## src/rtl/fft_bank_xbar_pkg.sv

```systemverilog
// Shared sizing constants and the lane request record for the FFT bank crossbar.
package fft_bank_xbar_pkg;
  localparam int LANES      = 8;
  localparam int BANK_WIDTH = 3;
  localparam int ADDR_WIDTH = 14;
  localparam int DATA_WIDTH = 32;
  localparam int CNT_WIDTH  = 16;

  typedef struct packed {
    logic [BANK_WIDTH-1:0] bank;
    logic [ADDR_WIDTH-1:0] addr;
    logic [DATA_WIDTH-1:0] wdata;
  } lane_req_t;
endpackage

```

## src/rtl/fft_bank_xbar_if.sv

```systemverilog
// Request, bank-port and result bundle between the address generator, memories and datapath.
interface fft_bank_xbar_if;
  import fft_bank_xbar_pkg::*;

  logic                                   in_valid;
  logic                                   in_we;
  logic                                   in_last;
  logic [LANES-1:0]                       lane_mask;
  logic [LANES-1:0][BANK_WIDTH-1:0]       in_bank;
  logic [LANES-1:0][ADDR_WIDTH-1:0]       in_addr;
  logic [LANES-1:0][DATA_WIDTH-1:0]       in_wdata;
  logic [LANES-1:0]                       mem_en;
  logic [LANES-1:0]                       mem_we;
  logic [LANES-1:0][ADDR_WIDTH-1:0]       mem_addr;
  logic [LANES-1:0][DATA_WIDTH-1:0]       mem_wdata;
  logic [LANES-1:0][DATA_WIDTH-1:0]       mem_rdata;
  logic                                   out_valid;
  logic                                   out_last;
  logic [LANES-1:0][DATA_WIDTH-1:0]       out_data;
  logic [LANES-1:0]                       out_mask;
  logic                                   conflict_err;
  logic [CNT_WIDTH-1:0]                   conflict_beat;

  modport slave (
    input  in_valid, in_we, in_last, lane_mask, in_bank, in_addr, in_wdata, mem_rdata,
    output mem_en, mem_we, mem_addr, mem_wdata, out_valid, out_last, out_data, out_mask,
           conflict_err, conflict_beat
  );

  modport master (
    output in_valid, in_we, in_last, lane_mask, in_bank, in_addr, in_wdata, mem_rdata,
    input  mem_en, mem_we, mem_addr, mem_wdata, out_valid, out_last, out_data, out_mask,
           conflict_err, conflict_beat
  );
endinterface

```

## src/rtl/fft_bank_arb.sv

```systemverilog
// Per-bank lowest-index priority encoder over the lane match vector.
module fft_bank_arb #(
  parameter int N = 8,
  parameter int W = 3
) (
  input  logic [N-1:0] match_i,
  output logic [W-1:0] idx_o,
  output logic         found_o,
  output logic         multi_o
);
  always_comb begin
    idx_o   = '0;
    found_o = 1'b0;
    for (int i = N - 1; i >= 0; i--) begin
      if (match_i[i]) begin
        idx_o   = W'(i);
        found_o = 1'b1;
      end
    end
  end

  // Clearing the lowest set bit leaves something only when two or more lanes hit.
  assign multi_o = |(match_i & (match_i - N'(1)));
endmodule

```

## src/rtl/fft_bank_xbar.sv

```systemverilog
// Lane->bank crossbar with conflict check, and bank->lane read-data return path.
module fft_bank_xbar
  import fft_bank_xbar_pkg::*;
(
  input  logic           clk,
  input  logic           rst_n,
  fft_bank_xbar_if.slave bus
);
  // [0]=S0 beat, [1]=S2 read beat, [2]=S3 result
  logic [2:0]                       vld_pipe_q;
  logic                             s0_we_q, s0_last_q;
  logic [LANES-1:0]                 s0_mask_q;
  lane_req_t [LANES-1:0]            s0_req_q;

  logic [LANES-1:0][LANES-1:0]      match;
  logic [LANES-1:0][BANK_WIDTH-1:0] win_idx;
  logic [LANES-1:0]                 found, multi, lane_win;
  logic [LANES-1:0]                 mem_en, mem_we;
  logic [LANES-1:0][ADDR_WIDTH-1:0] mem_addr;
  logic [LANES-1:0][DATA_WIDTH-1:0] mem_wdata;
  logic                             conflict;

  logic                             s2_last_q;
  logic [LANES-1:0]                 s2_mask_q, s2_win_q;
  logic [LANES-1:0][BANK_WIDTH-1:0] s2_bank_q;

  logic                             out_last_q;
  logic [LANES-1:0]                 out_mask_q;
  logic [LANES-1:0][DATA_WIDTH-1:0] out_data_q;
  logic [CNT_WIDTH-1:0]             beat_cnt_q, conflict_beat_q;
  logic                             conflict_err_q;

  always_ff @(posedge clk) begin
    if (rst_n) begin
      vld_pipe_q[0] <= 1'b0;
      s0_we_q       <= 1'b0;
      s0_last_q     <= 1'b0;
      s0_mask_q     <= '0;
      s0_req_q      <= '0;
    end else begin
      vld_pipe_q[0] <= bus.in_valid;
      if (bus.in_valid) begin
        s0_we_q   <= bus.in_we;
        s0_last_q <= bus.in_last;
        s0_mask_q <= bus.lane_mask;
        for (int l = 0; l < LANES; l++) begin
          s0_req_q[l].bank  <= bus.in_bank[l];
          s0_req_q[l].addr  <= bus.in_addr[l];
          s0_req_q[l].wdata <= bus.in_wdata[l];
        end
      end
    end
  end

  always_comb begin
    match = '0;
    for (int b = 0; b < LANES; b++)
      for (int l = 0; l < LANES; l++)
        match[b][l] = s0_mask_q[l] && (s0_req_q[l].bank == BANK_WIDTH'(b));
  end

  for (genvar b = 0; b < LANES; b++) begin : g_arb
    fft_bank_arb #(.N(LANES), .W(BANK_WIDTH)) u_arb (
      .match_i (match[b]),
      .idx_o   (win_idx[b]),
      .found_o (found[b]),
      .multi_o (multi[b])
    );
  end

  always_comb begin
    mem_en    = '0;
    mem_we    = '0;
    mem_addr  = '0;
    mem_wdata = '0;
    lane_win  = '0;
    for (int b = 0; b < LANES; b++) begin
      if (vld_pipe_q[0] && found[b]) begin
        mem_en[b]    = 1'b1;
        mem_we[b]    = s0_we_q;
        mem_addr[b]  = s0_req_q[win_idx[b]].addr;
        mem_wdata[b] = s0_req_q[win_idx[b]].wdata;
      end
    end
    // A lane keeps its data only if its bank's encoder picked it.
    for (int l = 0; l < LANES; l++)
      lane_win[l] = s0_mask_q[l] && found[s0_req_q[l].bank] &&
                    (win_idx[s0_req_q[l].bank] == BANK_WIDTH'(l));
  end

  assign conflict = vld_pipe_q[0] && (|multi);

  always_ff @(posedge clk) begin
    if (rst_n) begin
      beat_cnt_q      <= '0;
      conflict_err_q  <= 1'b0;
      conflict_beat_q <= '0;
    end else begin
      if (vld_pipe_q[0])
        beat_cnt_q <= s0_last_q ? '0 : beat_cnt_q + CNT_WIDTH'(1);
      if (conflict && !conflict_err_q) begin
        conflict_err_q  <= 1'b1;
        conflict_beat_q <= beat_cnt_q;
      end
    end
  end

  // S2 rides alongside the single-cycle bank read; S3 un-routes the returned words.
  always_ff @(posedge clk) begin
    if (rst_n) begin
      vld_pipe_q[2:1] <= '0;
      s2_last_q       <= 1'b0;
      s2_mask_q       <= '0;
      s2_win_q        <= '0;
      s2_bank_q       <= '0;
      out_last_q      <= 1'b0;
      out_mask_q      <= '0;
      out_data_q      <= '0;
    end else begin
      vld_pipe_q[1] <= vld_pipe_q[0] && !s0_we_q;
      s2_last_q     <= s0_last_q;
      s2_mask_q     <= s0_mask_q;
      s2_win_q      <= lane_win;
      for (int l = 0; l < LANES; l++)
        s2_bank_q[l] <= s0_req_q[l].bank;
      vld_pipe_q[2] <= vld_pipe_q[1];
      out_last_q    <= vld_pipe_q[1] && s2_last_q;
      if (vld_pipe_q[1]) begin
        out_mask_q <= s2_mask_q;
        for (int l = 0; l < LANES; l++)
          out_data_q[l] <= s2_win_q[l] ? bus.mem_rdata[s2_bank_q[l]] : '0;
      end
    end
  end

  assign bus.mem_en        = mem_en;
  assign bus.mem_we        = mem_we;
  assign bus.mem_addr      = mem_addr;
  assign bus.mem_wdata     = mem_wdata;
  assign bus.out_valid     = vld_pipe_q[2];
  assign bus.out_last      = out_last_q;
  assign bus.out_mask      = out_mask_q;
  assign bus.out_data      = out_data_q;
  assign bus.conflict_err  = conflict_err_q;
  assign bus.conflict_beat = conflict_beat_q;
endmodule

```

## src/flat_wrapper.sv

```systemverilog
// flat-port wrapper written by rule: the top's interface ports become plain ports
module fft_bank_xbar_flat import fft_bank_xbar_pkg::*;
  (clk, rst_n, bus_in_valid, bus_in_we, bus_in_last, bus_lane_mask, bus_in_bank, bus_in_addr, bus_in_wdata, bus_mem_rdata, bus_mem_en, bus_mem_we, bus_mem_addr, bus_mem_wdata, bus_out_valid, bus_out_last, bus_out_data, bus_out_mask, bus_conflict_err, bus_conflict_beat);
  fft_bank_xbar_if bus_i ();
  input  logic clk;
  input  logic rst_n;
  input wire logic [$bits(bus_i.in_valid)-1:0] bus_in_valid;
  input wire logic [$bits(bus_i.in_we)-1:0] bus_in_we;
  input wire logic [$bits(bus_i.in_last)-1:0] bus_in_last;
  input wire logic [$bits(bus_i.lane_mask)-1:0] bus_lane_mask;
  input wire logic [$bits(bus_i.in_bank)-1:0] bus_in_bank;
  input wire logic [$bits(bus_i.in_addr)-1:0] bus_in_addr;
  input wire logic [$bits(bus_i.in_wdata)-1:0] bus_in_wdata;
  input wire logic [$bits(bus_i.mem_rdata)-1:0] bus_mem_rdata;
  output wire logic [$bits(bus_i.mem_en)-1:0] bus_mem_en;
  output wire logic [$bits(bus_i.mem_we)-1:0] bus_mem_we;
  output wire logic [$bits(bus_i.mem_addr)-1:0] bus_mem_addr;
  output wire logic [$bits(bus_i.mem_wdata)-1:0] bus_mem_wdata;
  output wire logic [$bits(bus_i.out_valid)-1:0] bus_out_valid;
  output wire logic [$bits(bus_i.out_last)-1:0] bus_out_last;
  output wire logic [$bits(bus_i.out_data)-1:0] bus_out_data;
  output wire logic [$bits(bus_i.out_mask)-1:0] bus_out_mask;
  output wire logic [$bits(bus_i.conflict_err)-1:0] bus_conflict_err;
  output wire logic [$bits(bus_i.conflict_beat)-1:0] bus_conflict_beat;
  assign bus_i.in_valid = bus_in_valid;
  assign bus_i.in_we = bus_in_we;
  assign bus_i.in_last = bus_in_last;
  assign bus_i.lane_mask = bus_lane_mask;
  assign bus_i.in_bank = bus_in_bank;
  assign bus_i.in_addr = bus_in_addr;
  assign bus_i.in_wdata = bus_in_wdata;
  assign bus_i.mem_rdata = bus_mem_rdata;
  assign bus_mem_en = bus_i.mem_en;
  assign bus_mem_we = bus_i.mem_we;
  assign bus_mem_addr = bus_i.mem_addr;
  assign bus_mem_wdata = bus_i.mem_wdata;
  assign bus_out_valid = bus_i.out_valid;
  assign bus_out_last = bus_i.out_last;
  assign bus_out_data = bus_i.out_data;
  assign bus_out_mask = bus_i.out_mask;
  assign bus_conflict_err = bus_i.conflict_err;
  assign bus_conflict_beat = bus_i.conflict_beat;
  fft_bank_xbar u_core (.clk(clk), .rst_n(rst_n), .bus(bus_i));
endmodule
```

## config.mk

```make
export PLATFORM = sky130hd
export DESIGN_NAME = fft_bank_xbar_flat
export DESIGN_NICKNAME = d
export VERILOG_FILES = /design/src/rtl/fft_bank_xbar_pkg.sv /design/src/rtl/fft_bank_xbar_if.sv /design/src/rtl/fft_bank_arb.sv /design/src/rtl/fft_bank_xbar.sv /design/src/flat_wrapper.sv
export SDC_FILE = /design/constraint.sdc
export NUM_CORES = 2
export LEC_CHECK = 0
export CORE_AREA = 2 2 525 527
export DETAILED_ROUTE_END_ITERATION = 7
export DIE_AREA = 0 0 527 529
export HOLD_SLACK_MARGIN = 0.12
export PLACE_DENSITY = 0.51
export SLEW_MARGIN = 20
export SYNTH_ARGS = -nofsm -noshare
export SYNTH_HDL_FRONTEND = slang
export SYNTH_SLANG_ARGS = --single-unit
```

## constraint.sdc

```tcl
create_clock -name clk -period 5 [get_ports clk]
set_input_delay 0.5 -clock clk [delete_from_list [all_inputs] [get_ports clk]]
set_output_delay 0.5 -clock clk [all_outputs]
set_load 0.01 [all_outputs]
```

==> flow_summary.toml <==
[synth]
synth-main-ff-cell = "sky130_fd_sc_hd__dfxtp_1"
yosys_register_bits = 744
synth_largest_area_cell = "sky130_fd_sc_hd__mux4_2"
netlist.area_leader.share = 0.210
synth.most_common_cell = "sky130_fd_sc_hd__nand2_1"
asyncSetResetFlopFracSynth = 0
synth.cell_area_um2 = 70800
synth.net_count = 9111
post_synthesis_cells = 8449
number_of_synthesized_flops_with_an_enable_pin = 0
synth_cell_type_count = 93
synth.cells.most_frequent = "sky130_fd_sc_hd__nand2_1 (1377), sky130_fd_sc_hd__nor2_1 (837), sky130_fd_sc_hd__dfxtp_1 (744)"
synth_warnings = 0
ys_top_cells_by_area = "sky130_fd_sc_hd__mux4_2 (21%), sky130_fd_sc_hd__dfxtp_1 (21%), sky130_fd_sc_hd__mux2i_1 (9.5%)"
yosysSeqAreaShare = 0.210
syn_avg_cell_area_um2 = 8.38

[hold_path]
hold_path_depth = 2
hold_path.class = "in -> reg"
hold_path.startpoint = "rst_n"
hold_end = "u_core.s0_req_q[143]"

[grt]
busiest_layer = "met2"
initial_antenna_violation_count = 91
grtUsageTotal = 0.315
global_route.overflow_total = 0
first_pass_grt_wire_length_um = 623000
groute.layer.met3.usage = 0.0839
grt_max_degree = 141
groute.layer.met1.usage = 0.377
grt.met2_usage = 0.484
first_global_vias = 72725

[power]
cellPowerDensity_nw_per_um2 = 216
max-vdd-ir-drop_mv = 0.265
power.static_leakage_nw = 32.3

[drt]
antenna_violating_nets_post_route = 0
drcViolationCount = 0
dr.pass1.iters = 8
route.detailed.vias_per_inst = 6.05
routedWlPerCell_um = 36.0
num_vias = 77547
drt-total-wl_um = 461000
dr.first_iter.drc_count = 9902

[cells_and_area]
instances_no_fill = 12811
syn_to_final_growth_pct = 29.7
final.fill_count = 27960
final_net_count = 9750
area_of_combinational_cells_with_multiple_inputs_um2 = 51400
drive_above_1_share = 0.216
area.sequential_um2 = 15000

[setup_path]
r2r_setup_slack_ns = 1.32
r2r_start = "u_core.s0_req_q[46]"
worst-r2r-cell-count = 8
cp_launch_type = "flop"
end_kind = "output port"
critical_path_class = "reg -> out"
regToRegEndpoint = "u_core.bus.conflict_beat[11]"
worstPathRequired_ns = 4.50
setup.worst_path.start = "u_core.s0_req_q[97]"
critical_path_peak_fanout = 27
timing.critical_path.arrival_ns = 4.41

[cts]
cts_hold_buf = 0
cts.clk_slew.worst_paths_ns = 0.06
cts-root-to-sink-buffers = 3
clock_sinks = 744
tritoncts.num_buffers = 94
cts.htree.levels = 3
cts_tree = "yes"
insertion_delay_ns = 0.77
cts_root_buf = "sky130_fd_sc_hd__clkbuf_16"

[timing]
final.period_utilization = 0.981
max_freq_ghz = 0.204
finalMaxSlewViolations = 0
clock_skew_ns = 0.0292
timing.final.setup_violations = 0
worst_pin_slew_ns = 1.22
hold_viol = 0
rsz0062_at_grt = "yes"
max-slew-margin-rel = 0.189
finalCriticalPeriod_ns = 4.91
final.hold.worst_slack_ns = 0.206

[floorplanning]
dieHeight_um = 529
coreArea_um2 = 273000
die-width_um = 527
floorplan.rows = 192
ioPinCount = 1328
start_util = 0.260
design.die.area_um2 = 279000

[placement]
dp_hpwl_um = 328000
port_buffers = 1327
numPlacedInstances = 12557
globalplace.congestion = 0.948

[run]
cap_viol_max_count = 0

[outcome]
run_status = "complete, no violations"
## worst max-delay path, stage by stage (launching register included)
cell,delay [ns]
sky130_fd_sc_hd__dfxtp_2,0.53
sky130_fd_sc_hd__or4bb_1,0.62
sky130_fd_sc_hd__nand2_1,0.27
sky130_fd_sc_hd__nor3_2,0.14
sky130_fd_sc_hd__o21ai_4,0.17
sky130_fd_sc_hd__buf_12,0.29
sky130_fd_sc_hd__buf_12,0.24
sky130_fd_sc_hd__nand2_1,0.08
sky130_fd_sc_hd__nand3_1,0.11
sky130_fd_sc_hd__nand3_1,0.07
sky130_fd_sc_hd__a21oi_1,0.46
sky130_fd_sc_hd__clkdlybuf4s50_1,0.65
## stage by stage
stage	total power, mW	setup WS (ns)	cell area [um^2]	setup TNS [ns]	utilization
finish	19.9	0.0932	91800	0	0.337
global route	20.5	-0.00410	91800	-0.00410	0.336
CTS	19.9	0.00160	91500	0	0.335
detailed placement	12.1	0.186	87700	0	0.321
global placement	12.0	0.158	87700	0	0.321
floorplan	9.67	2.11	70800	0	-
## layer usage
layer  part of all wire  vias up
li1                   -    31811
met1               0.37    38294
met2               0.44     6003
met3               0.11     1387
met4              0.088       52
met5            0.00075        -
## power by group
part	total, mW	switching, mW	internal [mW]
Combinational	5.06	2.62	2.44
Clock	7.68	3.17	4.51
Sequential	7.13	0.993	6.13
## cells in the final DEF, fill, tap and decap left out, types with 14 or more instances in the layout
cell,instances
sky130_fd_sc_hd__dfxtp_2,20
sky130_fd_sc_hd__clkbuf_16,97
sky130_fd_sc_hd__nand4_1,26
sky130_fd_sc_hd__nand2_1,1365
sky130_fd_sc_hd__mux4_2,662
sky130_fd_sc_hd__o22ai_1,83
sky130_fd_sc_hd__inv_1,16
sky130_fd_sc_hd__a21oi_1,563
sky130_fd_sc_hd__clkbuf_1,15
sky130_fd_sc_hd__clkbuf_8,17
sky130_fd_sc_hd__diode_2,57
sky130_fd_sc_hd__dfxtp_1,691
sky130_fd_sc_hd__a22o_1,46
sky130_fd_sc_hd__o211ai_1,20
sky130_fd_sc_hd__nor3_1,40
sky130_fd_sc_hd__mux2_2,526
sky130_fd_sc_hd__a211oi_2,22
sky130_fd_sc_hd__a221o_1,14
sky130_fd_sc_hd__a32o_1,47
sky130_fd_sc_hd__o21ai_0,188
sky130_fd_sc_hd__clkdlybuf4s50_1,1311
sky130_fd_sc_hd__dfxtp_4,33
sky130_fd_sc_hd__nor2b_1,292
sky130_fd_sc_hd__buf_12,82
sky130_fd_sc_hd__mux2i_1,670
sky130_fd_sc_hd__o221ai_1,83
sky130_fd_sc_hd__nor2_1,822
sky130_fd_sc_hd__o21ai_1,65
sky130_fd_sc_hd__nand3_1,614
sky130_fd_sc_hd__buf_4,326
sky130_fd_sc_hd__a31oi_1,38
sky130_fd_sc_hd__nand4b_1,21
## kinds of logic after synthesis
family | count (synthesis) | share of synthesized area
xor gates and xnor gates | 15 | 0.00185
muxes | 1860 | 0.389
buffers and inverters | 1202 | 0.0753
DFF | 744 | 0.210
AOI/OAI and AO/OA | 1298 | 0.114
and+or+nand+nor | 3329 | 0.210
adders and majority gates | 1 | 0.000177
## worst max-delay path by stage
| stage | to | depth (start not counted) |
|---|---|---|
| after detailed placement | bus_mem_wdata[178] | 11 |
| final | bus_mem_addr[57] | 11 |
| after global routing | bus_mem_addr[19] | 11 |
| after floorplan | bus_mem_wdata[92] | 8 |
| after global placement | bus_mem_addr[19] | 11 |
| after CTS | bus_mem_wdata[225] | 12 |
## area by class of cell
class / instances / share of cell area
multi-input combinational: 6505 / 0.559
timing repair buffer: 1726 / 0.189
sequential: 744 / 0.164
tap: 3589 / 0.0489
clock buffer: 129 / 0.0296
clock inverter: 44 / 0.00747
antenna: 57 / 0.00155
inverter: 17 / 0.000695
## state kept, by name (all words and copies together) (netlist names)
signal	count
u_core.s2_mask_q	8
u_core.bus.out_valid	1
u_core.bus.conflict_err	1
u_core.s0_req_q	392
u_core.s2_win_q	8
u_core.bus.out_data	256
u_core.beat_cnt_q	16
u_core.s2_last_q	1
u_core.s0_last_q	1
u_core.vld_pipe_q	2
u_core.bus.out_mask	8
u_core.s2_bank_q	24
u_core.bus.conflict_beat	16
u_core.s0_we_q	1
u_core.s0_mask_q	8
u_core.bus.out_last	1
## timing repair
| item | CTS | global route |
|---|---|---|
| buffers inserted | 19 | 3 |
| resized for setup | 62 | 33 |
| pin swaps | 10 | 5 |
| endpoints found under the setup margin | 304 | 124 |
| cloned | 2 | 0 |
| endpoints found under the hold margin | 0 | 0 |
Note: power is estimated with default switching activity, not from simulation.
